**src/rtl/ysyx_040066_dmem_pkg.sv**
```systemverilog
// Shared types and constants for the data-side memory bridge: FSM states,
// access size encodings, bus response codes and the alignment check.
package ysyx_040066_dmem_pkg;

    typedef enum logic [2:0] {
        S_IDLE = 3'd0,
        S_AR   = 3'd1,
        S_R    = 3'd2,
        S_W    = 3'd3,
        S_B    = 3'd4,
        S_RESP = 3'd5
    } dmem_state_e;

    localparam logic [2:0] SZ_B = 3'd0;
    localparam logic [2:0] SZ_H = 3'd1;
    localparam logic [2:0] SZ_W = 3'd2;
    localparam logic [2:0] SZ_D = 3'd3;

    localparam logic [1:0] OKAY   = 2'b00;
    localparam logic [1:0] SLVERR = 2'b10;
    localparam logic [1:0] DECERR = 2'b11;

    // Sizes above 8B are never aligned, so they also fault here.
    function automatic logic is_aligned(input logic [2:0] lo, input logic [2:0] len);
        logic ok;
        case (len)
            SZ_B:    ok = 1'b1;
            SZ_H:    ok = (lo[0] == 1'b0);
            SZ_W:    ok = (lo[1:0] == 2'b00);
            SZ_D:    ok = (lo == 3'b000);
            default: ok = 1'b0;
        endcase
        return ok;
    endfunction

endpackage

```
**src/rtl/ysyx_040066_dmem_bridge.sv**
```systemverilog
// Single-outstanding data memory bridge: turns the core's M-stage request into
// one AXI4-lite-style read or write and returns the raw beat with a done pulse.
module ysyx_040066_dmem_bridge
    import ysyx_040066_dmem_pkg::*;
#(
    parameter int ADDR_W = 32,
    parameter int DATA_W = 64
) (
    input  logic                  clk,
    input  logic                  rst,
    input  logic                  MemRd,
    input  logic                  MemWr,
    input  logic [63:0]           addr,
    input  logic [2:0]            wr_len,
    input  logic [DATA_W/8-1:0]   wr_mask,
    input  logic [DATA_W-1:0]     data_Wr,
    output logic [DATA_W-1:0]     data_Rd,
    output logic                  data_valid,
    output logic                  data_error,
    output logic [ADDR_W-1:0]     araddr,
    output logic [2:0]            arsize,
    output logic                  arvalid,
    input  logic                  arready,
    input  logic [DATA_W-1:0]     rdata,
    input  logic [1:0]            rresp,
    input  logic                  rvalid,
    output logic                  rready,
    output logic [ADDR_W-1:0]     awaddr,
    output logic [2:0]            awsize,
    output logic                  awvalid,
    input  logic                  awready,
    output logic [DATA_W-1:0]     wdata,
    output logic [DATA_W/8-1:0]   wstrb,
    output logic                  wvalid,
    input  logic                  wready,
    input  logic [1:0]            bresp,
    input  logic                  bvalid,
    output logic                  bready,
    output dmem_state_e           dbg_state_o
);

    // Handshake rule on every channel: a transfer happens in a cycle where
    // valid and ready are both high at the clock edge; valid never drops
    // before that transfer, and ready may be asserted independently of valid.

    dmem_state_e           state_q, state_d;
    logic [ADDR_W-1:0]     addr_q, addr_d;
    logic [2:0]            len_q, len_d;
    logic [DATA_W/8-1:0]   mask_q, mask_d;
    logic [DATA_W-1:0]     wdat_q, wdat_d;
    logic [DATA_W-1:0]     rdat_q, rdat_d;
    logic                  err_q, err_d;
    logic                  arvalid_q, arvalid_d;
    logic                  rready_q, rready_d;
    logic                  awvalid_q, awvalid_d;
    logic                  wvalid_q, wvalid_d;
    logic                  bready_q, bready_d;
    logic                  dvalid_q, dvalid_d;
    logic                  derr_q, derr_d;

    logic                  pre_fault;
    logic                  aw_pend;
    logic                  w_pend;

    assign pre_fault = (MemRd && MemWr)
                    || (wr_len > SZ_D)
                    || ((addr >> ADDR_W) != 64'd0)
                    || !is_aligned(addr[2:0], wr_len);

    // Each write channel stays pending until its own handshake lands.
    assign aw_pend = awvalid_q && !awready;
    assign w_pend  = wvalid_q && !wready;

    always_comb begin
        state_d = state_q;
        addr_d  = addr_q;
        len_d   = len_q;
        mask_d  = mask_q;
        wdat_d  = wdat_q;
        rdat_d  = rdat_q;
        err_d   = err_q;

        case (state_q)
            S_IDLE: begin
                if (MemRd || MemWr) begin
                    addr_d = addr[ADDR_W-1:0];
                    len_d  = wr_len;
                    mask_d = wr_mask;
                    wdat_d = data_Wr;
                    if (pre_fault) begin
                        err_d   = 1'b1;
                        state_d = S_RESP;
                    end else begin
                        err_d   = 1'b0;
                        state_d = MemRd ? S_AR : S_W;
                    end
                end
            end
            S_AR: begin
                if (arvalid_q && arready) state_d = S_R;
            end
            S_R: begin
                if (rready_q && rvalid) begin
                    rdat_d  = rdata;
                    err_d   = (rresp != OKAY);
                    state_d = S_RESP;
                end
            end
            S_W: begin
                if (!aw_pend && !w_pend) state_d = S_B;
            end
            S_B: begin
                if (bready_q && bvalid) begin
                    err_d   = (bresp != OKAY);
                    state_d = S_RESP;
                end
            end
            S_RESP: state_d = S_IDLE;
            default: state_d = S_IDLE;
        endcase

        // Outputs are registered, so they are derived from the next state.
        arvalid_d = (state_d == S_AR);
        rready_d  = (state_d == S_R);
        bready_d  = (state_d == S_B);
        dvalid_d  = (state_d == S_RESP);
        derr_d    = (state_d == S_RESP) && err_d;

        awvalid_d = 1'b0;
        wvalid_d  = 1'b0;
        if (state_q == S_IDLE && state_d == S_W) begin
            awvalid_d = 1'b1;
            wvalid_d  = 1'b1;
        end else if (state_q == S_W) begin
            awvalid_d = aw_pend;
            wvalid_d  = w_pend;
        end
    end

    always_ff @(posedge clk) begin
        if (rst) begin
            state_q   <= S_IDLE;
            addr_q    <= '0;
            len_q     <= '0;
            mask_q    <= '0;
            wdat_q    <= '0;
            rdat_q    <= '0;
            err_q     <= 1'b0;
            arvalid_q <= 1'b0;
            rready_q  <= 1'b0;
            awvalid_q <= 1'b0;
            wvalid_q  <= 1'b0;
            bready_q  <= 1'b0;
            dvalid_q  <= 1'b0;
            derr_q    <= 1'b0;
        end else begin
            state_q   <= state_d;
            addr_q    <= addr_d;
            len_q     <= len_d;
            mask_q    <= mask_d;
            wdat_q    <= wdat_d;
            rdat_q    <= rdat_d;
            err_q     <= err_d;
            arvalid_q <= arvalid_d;
            rready_q  <= rready_d;
            awvalid_q <= awvalid_d;
            wvalid_q  <= wvalid_d;
            bready_q  <= bready_d;
            dvalid_q  <= dvalid_d;
            derr_q    <= derr_d;
        end
    end

    assign data_Rd     = rdat_q;
    assign data_valid  = dvalid_q;
    assign data_error  = derr_q;
    assign araddr      = addr_q;
    assign arsize      = len_q;
    assign arvalid     = arvalid_q;
    assign rready      = rready_q;
    assign awaddr      = addr_q;
    assign awsize      = len_q;
    assign awvalid     = awvalid_q;
    assign wdata       = wdat_q;
    assign wstrb       = mask_q;
    assign wvalid      = wvalid_q;
    assign bready      = bready_q;
    assign dbg_state_o = state_q;

endmodule

```
**config.mk**
```make
export PLATFORM = sky130hd
export DESIGN_NAME = ysyx_040066_dmem_bridge
export DESIGN_NICKNAME = d
export VERILOG_FILES = /design/src/rtl/ysyx_040066_dmem_pkg.sv /design/src/rtl/ysyx_040066_dmem_bridge.sv
export SDC_FILE = /design/constraint.sdc
export NUM_CORES = 1
export LEC_CHECK = 0
export ABC_AREA = 0
export BUFFER_PORTS_ARGS = -buffer_cell sky130_fd_sc_hd__buf_2
export CORE_AREA = 2 2 166 168
export DETAILED_ROUTE_END_ITERATION = 10
export DIE_AREA = 0 0 168 170
export PLACE_DENSITY_LB_ADDON = 0.25
export SLEW_MARGIN = 20
export SYNTH_ARGS = -nofsm -noshare
export SYNTH_HDL_FRONTEND = slang
export SYNTH_SLANG_ARGS = --single-unit
```
**constraint.sdc**
```tcl
create_clock -name clk -period 2.8 [get_ports clk]
set_input_delay 0.14 -clock clk [delete_from_list [all_inputs] [get_ports clk]]
set_output_delay 0.14 -clock clk [all_outputs]
set_load 0.01 [all_outputs]
```
==> results.sh, run 1 <==
export IMPL_run_status="finished, final reports clean"
export IMPL_h_tree_depth=4
export IMPL_yosysMostFrequentCell="nand2_1"
export IMPL_cts_resized=0
export IMPL_hold_class="in2reg"
export IMPL_dp_slack_ns=0.530
export IMPL_place_inst=1547
export IMPL_avgSynthCellArea_sq_um=7.83
export IMPL_clkTransAtPathRegs_ns=0.07
export IMPL_grt_max_degree=108
export IMPL_setup_tns_ns=0
export IMPL_nFillCells=2683
export IMPL_p_leak_nw=5.22
export IMPL_cp_required_ns=3.15
export IMPL_fp_dieW_um=168
export IMPL_io_pins=432
export IMPL_portBuffers=431
export IMPL_finalPower_w=0.00758
export IMPL_cpPeakStageDelay_ns=0.62
export IMPL_antenna_left=0
export IMPL_core_area_sq_um=26700
export IMPL_path_class="reg2reg"
export IMPL_powerDensity_nw_per_um2=672
export IMPL_grt_usage=0.170
export IMPL_clock_sinks=182
export IMPL_timing_slew_headroom=0.442
export IMPL_worstHoldStart="awready"
export IMPL_synth_edf_count=0
export IMPL_ys_seq_area_frac=0.539
export IMPL_hold_worst_slack_ns=0.0417
export IMPL_path_cells="nor3_1, nor2b_4, buf_12, nand2_1, a21oi_1"
export IMPL_setup_viol=0
export IMPL_yosys_warnings=0
export IMPL_synth_top_flop_cell="dfxtp_1"
export IMPL_skew_ns=0.00951
export IMPL_first_pass_iters=4
export IMPL_slew_violations=0
export IMPL_async_reset_ff_frac=0
export IMPL_cap_violations=0
export IMPL_worst_skew_pair_late_latency_ns=0.43
export IMPL_syn_inst=863
export IMPL_final_nets=1613
export IMPL_cts_tree="done"
export IMPL_end_kind="flip-flop"
export IMPL_remaining_drc_errors=0
export IMPL_rsz0062_at_grt="no"
export IMPL_clk_path_buf_depth=2
export IMPL_routed_via_density=4.34
export IMPL_ys_top_cells_by_count="348 x nand2_1, 182 x dfxtp_1, 178 x a21oi_1, 43 x clkbuf_1, 35 x buf_4"
export IMPL_post_cts_setup_buffer_count=0
export IMPL_cts_buffers=17
export IMPL_cts_root_buf="clkbuf_16"
export IMPL_antenna_found_initial=2
export IMPL_crit_fanout=80
export IMPL_synth_area_leaders="dfxtp_1 54%, nand2_1 19%, a21oi_1 13%, buf_4 3.9%, clkbuf_1 2.4%"
export IMPL_drive_gt1_frac=0.338
export IMPL_hpwl_um=16900
export IMPL_rr_startpoint="dbg_state_o[0]$_SDFF_PP0_"
export IMPL_drtIter0Drc=413
export IMPL_grt_pass1_wl_um=38400
export IMPL_initial_utilization=0.253
export IMPL_cts_hold_buffers=172
export IMPL_tightestPinTransition_ns=0.837
export IMPL_die_y_um=170
export IMPL_synthesis_area_sq_um=6760
export IMPL_dieArea_sq_um=28600
export IMPL_max_freq_mhz=483
export IMPL_layout_min_cycle_time_ns=2.07
export IMPL_yosysTopAreaCellShare=0.539
export IMPL_crit_path_top_delay_cell="nor3_1"
export IMPL_totalWireLength_um=25400
export IMPL_place_congestion=0.734
export IMPL_cp_data_arrival_time_ns=2.42
export IMPL_ir_worst_vdd_mv=0.323
export IMPL_synth_cell_types=33
export IMPL_synth_fp_nets=1079
export IMPL_ys_seq_elements=182
export IMPL_vias=7612
export IMPL_fp_row_count=60
export IMPL_final_period_utilization=0.739
export IMPL_setup_worst_path_start_class="flip-flop"
export IMPL_fin_ws_ns=0.731
export IMPL_yosys_area_top_type="dfxtp_1"
export IMPL_layoutNonFillerInstCount=1753
export IMPL_gr_total_overflow=0
export IMPL_finalHoldViolations=0
export IMPL_area_growth_syn_to_layout_pct=66.8
export IMPL_cp_startpoint="dbg_state_o[0]$_SDFF_PP0_"
export IMPL_wire_per_inst_um=14.5
export IMPL_grt_pass1_vias=7264
## worst max-delay path, delay by kind of cell (launching register included)
family | cells | cell delay, ns
DFF | 1 | 0.44
buffers and inverters | 1 | 0.32
and+or+nand+nor | 3 | 1.04
AOI/OAI and AO/OA | 1 | 0.15
## sequential cells by signal, indices dropped and copies added, names as in the netlist, 3 cells and up
register,flops
wdata,64
arsize,3
araddr,32
data_Rd,64
wstrb,8
dbg_state_o,3
## through the flow
| step | util | cell area (sq um) |
|---|---|---|
| after floorplan | - | 6760 |
| after global placement | 0.336 | 8940 |
| after detailed placement | 0.336 | 8940 |
| after CTS | 0.423 | 11300 |
| after global routing | 0.423 | 11300 |
| final | 0.423 | 11300 |
## area by class of cell
class,instances,area [sq um],area share
repair buffers,610,3980,0.353
flip-flops and latches,182,3640,0.323
multi-input cells,584,2610,0.232
clock buffers,18,439,0.0390
well taps,341,427,0.0379
clock inverters,14,156,0.0139
inverters,2,7.51,0.000666
diodes,2,5.00,0.000444
## layer usage
metal,vias up,global-route usage,part of all wire
li1,3843,-,-
met1,3464,0.192,0.40
met2,269,0.303,0.51
met3,34,0.0491,0.069
met4,2,0.0616,0.022
met5,-,0,0.00047
## path summary, 6_finish.rpt
| kind | end | slack [ns] | cells after the start |
|---|---|---|---|
| worst min-delay path | awvalid$_SDFF_PP0_ | 0.04 | 4 |
| worst min register to register | wdata[8]$_SDFFE_PP0P_ | 0.45 | 2 |
| worst max register to register | araddr[22]$_SDFFE_PP0P_ | 0.73 | 5 |
| worst max-delay path | araddr[22]$_SDFFE_PP0P_ | 0.73 | 5 |
## cells by family after synthesis
group	Yosys count	synth area share
AO/OA/AOI/OAI	197	0.153
buffers and inverters	97	0.0774
flip-flops	182	0.539
AND/OR/NAND/NOR	387	0.230
## report_power, final
group | internal [W] | switching, W | total [W]
clock | 0.00123 | 0.00121 | 0.00243
sequential | 0.00290 | 0.000203 | 0.00310
combinational | 0.000857 | 0.00118 | 0.00204
## cells in the final DEF, fill, tap and decap left out, types with 6 or more instances in the layout
cell / instances
nor2_1: 8
buf_2: 430
nor4_1: 8
clkbuf_16: 17
nand2_1: 348
a21oi_1: 178
inv_8: 6
dfxtp_1: 182
dlygate4sd3_1: 172
nor3_1: 8
(Power assumes the default switching activity.)
==> run 2, diff against run 1 <==
- ABC_AREA: 0 -> 1
- CORE_AREA: 2 2 166 168 -> 2 2 168 170
- DIE_AREA: 0 0 168 170 -> 0 0 170 172
- clock period: 2.8 -> 1.9 ns (I/O delays scaled with it)
==> results.sh, run 2 <==
export IMPL_setup_viol=0
export IMPL_core_area_sq_um=27500
export IMPL_vias=7753
export IMPL_mostFrequentLayoutCells="430 x buf_2, 251 x nand2_1, 182 x dfxtp_1, 173 x dlygate4sd3_1, 160 x nor2_1"
export IMPL_drtIter0Drc=318
export IMPL_synthesis_area_sq_um=6800
export IMPL_gr_total_overflow=0
export IMPL_ys_seq_area_frac=0.536
export IMPL_cp_startpoint="dbg_state_o[2]$_SDFF_PP0_"
export IMPL_yosys_area_share_simple=0.241
export IMPL_yosysTopAreaCellShare=0.536
export IMPL_first_pass_iters=4
export IMPL_rsz0062_at_grt="no"
export IMPL_ys_top_cells_by_count="251 x nand2_1, 182 x dfxtp_1, 160 x nor2_1, 113 x a21oi_1, 70 x o21ai_0"
export IMPL_synth_edf_count=0
export IMPL_setup_tns_ns=0
export IMPL_powerDensity_nw_per_um2=896
export IMPL_run_status="finished, final reports clean"
export IMPL_skew_ns=0.0163
export IMPL_r2r_end="data_error$_SDFF_PP0_"
export IMPL_grt_max_degree=112
export IMPL_dieArea_sq_um=29200
export IMPL_antenna_left=0
export IMPL_yosysMostFrequentCell="nand2_1"
export IMPL_area_growth_syn_to_layout_pct=67.3
export IMPL_cts_root_buf="clkbuf_16"
export IMPL_die_y_um=172
export IMPL_fp_dieW_um=170
export IMPL_portBuffers=431
export IMPL_fp_row_count=61
export IMPL_grt_pass1_vias=7356
export IMPL_ir_worst_vdd_mv=0.408
export IMPL_clk_path_buf_depth=2
export IMPL_timing_slew_headroom=0.641
export IMPL_hold_class="in2reg"
export IMPL_io_pins=432
export IMPL_p_leak_nw=5.73
export IMPL_grt_pass1_wl_um=38600
export IMPL_synth_compound_area_share=0.137
export IMPL_layoutNonFillerInstCount=1806
export IMPL_finalHoldViolations=0
export IMPL_place_inst=1601
export IMPL_intPower_w=0.00708
export IMPL_cts_hold_buffers=173
export IMPL_layout_min_cycle_time_ns=1.71
export IMPL_yosys_area_top_type="dfxtp_1"
export IMPL_max_freq_mhz=585
export IMPL_final_nets=1663
export IMPL_synthXorXnorAreaFrac=0
export IMPL_power_frac_clock=0.366
export IMPL_drive_gt1_frac=0.330
export IMPL_cap_violations=0
export IMPL_setup_worst_path_start_class="flip-flop"
export IMPL_rr_startpoint="dbg_state_o[2]$_SDFF_PP0_"
export IMPL_path_class="reg2reg"
export IMPL_ys_seq_elements=182
export IMPL_synth_cell_types=20
export IMPL_final_period_utilization=0.900
export IMPL_totalWireLength_um=25800
export IMPL_critPathCapture="data_error$_SDFF_PP0_"
export IMPL_antenna_found_initial=2
export IMPL_synth_fa_ha_area_frac=0
export IMPL_clock_sinks=182
export IMPL_cts_buffers=17
export IMPL_synth_top_flop_cell="dfxtp_1"
export IMPL_hpwl_um=17500
export IMPL_r2r_cells=9
export IMPL_cts_tree="done"
export IMPL_grt_usage=0.167
export IMPL_crit_fanout=31
export IMPL_synth_mux_area_frac=0
export IMPL_r2r_setup_slack_ns=0.19
export IMPL_cp_required_ns=2.21
export IMPL_place_congestion=0.769
export IMPL_final_common_cell="buf_2"
export IMPL_netSwitchingFraction=0.306
export IMPL_syn_inst=902
export IMPL_remaining_drc_errors=0
export IMPL_clkTransAtPathRegs_ns=0.07
export IMPL_yosys_warnings=0
export IMPL_worst_skew_pair_late_latency_ns=0.43
export IMPL_tightestPinTransition_ns=0.538
export IMPL_synth_fp_nets=1118
export IMPL_async_reset_ff_frac=0
export IMPL_end_kind="flip-flop"
export IMPL_slew_violations=0
export IMPL_synth_top_family_by_area="simple AND/OR/NAND/NOR gates"
export IMPL_routed_via_density=4.29
export IMPL_seqPwrFrac=0.422
export IMPL_switching_power_w=0.00312
export IMPL_combinationalPowerShare=0.212
export IMPL_wire_per_inst_um=14.3
export IMPL_synth_area_leaders="dfxtp_1 54%, nand2_1 14%, nor2_1 8.8%, a21oi_1 8.3%, o21ai_0 5.2%"
export IMPL_post_cts_setup_buffer_count=0
export IMPL_cts_resized=0
export IMPL_h_tree_depth=4
export IMPL_avgSynthCellArea_sq_um=7.54
export IMPL_initial_utilization=0.247
export IMPL_cp_data_arrival_time_ns=2.02
==> run 2: changes by cell type in the layout (fill, tap and decap cells not counted), moves of 5 or more <==
cell	change
nand3_1	+8
nand2_1	-97
o21ai_0	+65
inv_1	+12
nor2_1	+152
buf_4	+6
nor4_1	-8
nor3_1	-5
a21oi_1	-65
==> run 2: cell families (layout without fill, tap and decap cells) <==
logic type / after synthesis / after routing
flops: 182 / 182
buf+inv: 108 / 665
other cells: 0 / 1
simple gates: 427 / 427
compound gates: 185 / 185
==> run 2: how the worst min path moves through the flow <==
stage                   start                        end  slack, ns  cells past startpoint
floorplan                 rst  dbg_state_o[0]$_SDFF_PP0_       0.16                      1
global placement    rdata[10]   data_Rd[10]$_SDFFE_PP0P_       0.32                      3
detailed placement  rdata[42]   data_Rd[42]$_SDFFE_PP0P_       0.32                      3
CTS                   awready         awvalid$_SDFF_PP0_       0.02                      4
global route          awready         awvalid$_SDFF_PP0_       0.04                      4
finish                awready         awvalid$_SDFF_PP0_       0.04                      4
==> run 2: final cells by class <==
type                            instances  area [sq um]
Tap cell                              346           433
Clock inverter                         14           188
Antenna cell                            1          2.50
Multi-Input combinational cell        612          2580
Fill cell                            2808         16100
Timing Repair Buffer                  616          4030
Clock buffer                           17           425
Sequential cell                       182          3640
Inverter                               18          68.8
==> run 2: worst max-delay path, cell delays in order (launching register included) <==
cell and delay [ns]:
dfxtp_1 0.47, nor2_1 0.10, nand2_1 0.13, nor2_4 0.06
inv_2 0.40, nand2_1 0.11, inv_1 0.11, nand2_1 0.07
nand3_1 0.11, nor2_1 0.05
==> run 2: routing by layer <==
| metal | up-vias | routed length, um | global-route usage |
|---|---|---|---|
| met5 | - | 0 | 0 |
| met4 | 0 | 665 | 0.0639 |
| met3 | 28 | 1900 | 0.0442 |
| met2 | 291 | 12600 | 0.299 |
| met1 | 3502 | 10700 | 0.191 |
| li1 | 3932 | - | - |
==> run 2: per-stage QoR <==
| step | total power, W | instance area, sq um | utilization | setup WS [ns] | hold WS [ns] |
|---|---|---|---|---|---|
| 3_3_place_gp | 0.00628 | 9020 | 0.328 | 0.222 | 0.316 |
| 4_1_cts | 0.0104 | 11400 | 0.414 | 0.160 | 0.0184 |
| 2_1_floorplan | 0.00549 | 6800 | - | 0.555 | 0.163 |
| 5_1_grt | 0.0107 | 11400 | 0.414 | 0.00498 | 0.0432 |
| 3_5_place_dp | 0.00629 | 9020 | 0.328 | 0.191 | 0.325 |
| 6_report | 0.0102 | 11400 | 0.414 | 0.190 | 0.0399 |
==> run 2: power groups by stage <==
stage	Combinational (W)	Sequential, W	Clock (W)
6_report	0.00216	0.00430	0.00373
5_1_grt	0.00239	0.00434	0.00402
4_1_cts	0.00219	0.00430	0.00389
3_5_place_dp	0.00190	0.00439	0
3_3_place_gp	0.00190	0.00438	0
2_1_floorplan	0.000968	0.00452	0
==> run 3, diff against run 2 <==
- CELL_PAD_IN_SITES_DETAIL_PLACEMENT: unset -> 1
- CELL_PAD_IN_SITES_GLOBAL_PLACEMENT: unset -> 1
- CORE_AREA: 2 2 168 170 -> 2 2 169 171
- DIE_AREA: 0 0 170 172 -> 0 0 171 173
- PLACE_DENSITY_LB_ADDON: 0.25 -> 0.12
- clock period: 1.9 -> 1.95 ns (I/O delays scaled with it)
==> results.sh, run 3 (same netlist as run 2, synthesis figures left out) <==
export IMPL_run_status="finished, final reports clean"
export IMPL_final_nets=1663
export IMPL_drive_gt1_frac=0.330
export IMPL_die_y_um=173
export IMPL_fin_ws_ns=0.352
export IMPL_powerDensity_nw_per_um2=871
export IMPL_place_congestion=0.752
export IMPL_grt_pass1_wl_um=43500
export IMPL_final_common_cell="buf_2"
export IMPL_end_kind="flip-flop"
export IMPL_clock_sinks=182
export IMPL_final_period_utilization=0.819
export IMPL_area_growth_syn_to_layout_pct=68.2
export IMPL_worst_skew_pair_late_latency_ns=0.43
export IMPL_core_area_sq_um=27600
export IMPL_crit_fanout=32
export IMPL_slew_violations=0
export IMPL_grt_pass1_vias=8109
export IMPL_post_cts_setup_buffer_count=0
export IMPL_grt_max_degree=112
export IMPL_cts_hold_buffers=174
export IMPL_cts_tree="done"
export IMPL_layout_min_cycle_time_ns=1.60
export IMPL_tightestPinTransition_ns=0.564
export IMPL_path_cells="nor2_1, nand2_1, nor2_4, buf_4, o21ai_0, nor2_1"
export IMPL_fp_dieW_um=171
export IMPL_r2r_cells=6
export IMPL_totalWireLength_um=28200
export IMPL_hpwl_um=19100
export IMPL_timing_slew_headroom=0.624
export IMPL_crit_path_top_delay_cell="dfxtp_1"
export IMPL_clkTransAtPathRegs_ns=0.08
export IMPL_dp_slack_ns=0.342
export IMPL_cap_violations=0
export IMPL_first_pass_iters=4
export IMPL_cpPeakStageDelay_ns=0.39
export IMPL_cp_common_cell="nor2_1"
export IMPL_remaining_drc_errors=0
export IMPL_gr_total_overflow=0
export IMPL_setup_tns_ns=0
export IMPL_mostFrequentLayoutCells="430 x buf_2, 251 x nand2_1, 182 x dfxtp_1, 174 x dlygate4sd3_1, 160 x nor2_1"
export IMPL_antenna_left=0
export IMPL_path_class="reg2reg"
export IMPL_skew_ns=0.0150
export IMPL_initial_utilization=0.246
export IMPL_rsz0062_at_grt="no"
export IMPL_setup_viol=0
export IMPL_h_tree_depth=4
export IMPL_dieArea_sq_um=29600
export IMPL_finalHoldViolations=0
export IMPL_cts_resized=0
export IMPL_cp_required_ns=2.31
export IMPL_vias=7801
export IMPL_hold_path_depth=4
export IMPL_max_freq_mhz=626
export IMPL_cts_root_buf="clkbuf_16"
export IMPL_cts_buffers=17
export IMPL_fp_row_count=61
export IMPL_drtIter0Drc=249
export IMPL_cp_data_arrival_time_ns=1.96
export IMPL_antenna_found_initial=4
export IMPL_hold_class="in2reg"
export IMPL_routed_via_density=4.23
export IMPL_grt_usage=0.186
export IMPL_ir_worst_vdd_mv=0.512
export IMPL_p_leak_nw=5.74
export IMPL_wire_per_inst_um=15.3
export IMPL_setup_worst_path_start_class="flip-flop"
export IMPL_io_pins=432
export IMPL_portBuffers=431
export IMPL_clk_path_buf_depth=2
## run 3: report_power, final
part / internal, W / total, W / switching (W) / leakage, nW
Combinational: 0.000929 / 0.00212 / 0.00119 / 3.95
Clock: 0.00189 / 0.00365 / 0.00176 / 0.303
Sequential: 0.00401 / 0.00419 / 0.000179 / 1.49
Total: 0.00684 / 0.00996 / 0.00313 / 5.74
## run 3: routing by layer
layer / wire length [um] / global-route usage / up-vias / share of wire
li1: - / - / 3924 / -
met1: 11600 / 0.212 / 3582 / 0.41
met2: 13900 / 0.329 / 266 / 0.49
met3: 2090 / 0.0540 / 29 / 0.074
met4: 573 / 0.0614 / 0 / 0.020
met5: 0 / 0 / - / 0
## run 3: area by class of cell
type,instances,area [sq um]
antenna,6,15.0
clock buffer,18,439
clock inverter,14,181
fill,3475,16200
inverter,18,68.8
multi-input combinational,612,2580
sequential,182,3640
tap,378,473
timing repair buffer,616,4030
## run 3: final timing paths
kind	from	endpoint	slack (ns)
worst min register to register	wdata[17]$_SDFFE_PP0P_	wdata[17]$_SDFFE_PP0P_	0.46
worst min-delay path	MemRd	wvalid$_SDFF_PP0_	0.12
worst max register to register	dbg_state_o[2]$_SDFF_PP0_	data_Rd[62]$_SDFFE_PP0P_	0.35
worst max-delay path	dbg_state_o[2]$_SDFF_PP0_	data_Rd[62]$_SDFFE_PP0P_	0.35
## run 3: critical path, delay by kind of cell, from the launching register on
family | cells | cell delay (ns)
AND/OR/NAND/NOR | 4 | 0.65
flip-flops | 1 | 0.39
buffers and inverters | 1 | 0.33
AO/OA/AOI/OAI | 1 | 0.16
## run 3: metrics by stage
step / instance area (sq um) / total power [W] / hold slack [ns] / cells / utilization
floorplan: 6800 / 0.00535 / 0.166 / 902 / -
global route: 11400 / 0.0105 / 0.157 / 1841 / 0.414
finish: 11400 / 0.00996 / 0.117 / 1844 / 0.414
CTS: 11400 / 0.0102 / 0.0937 / 1838 / 0.413
detailed placement: 9050 / 0.00615 / 0.325 / 1632 / 0.328
global placement: 9050 / 0.00613 / 0.318 / 1632 / 0.328
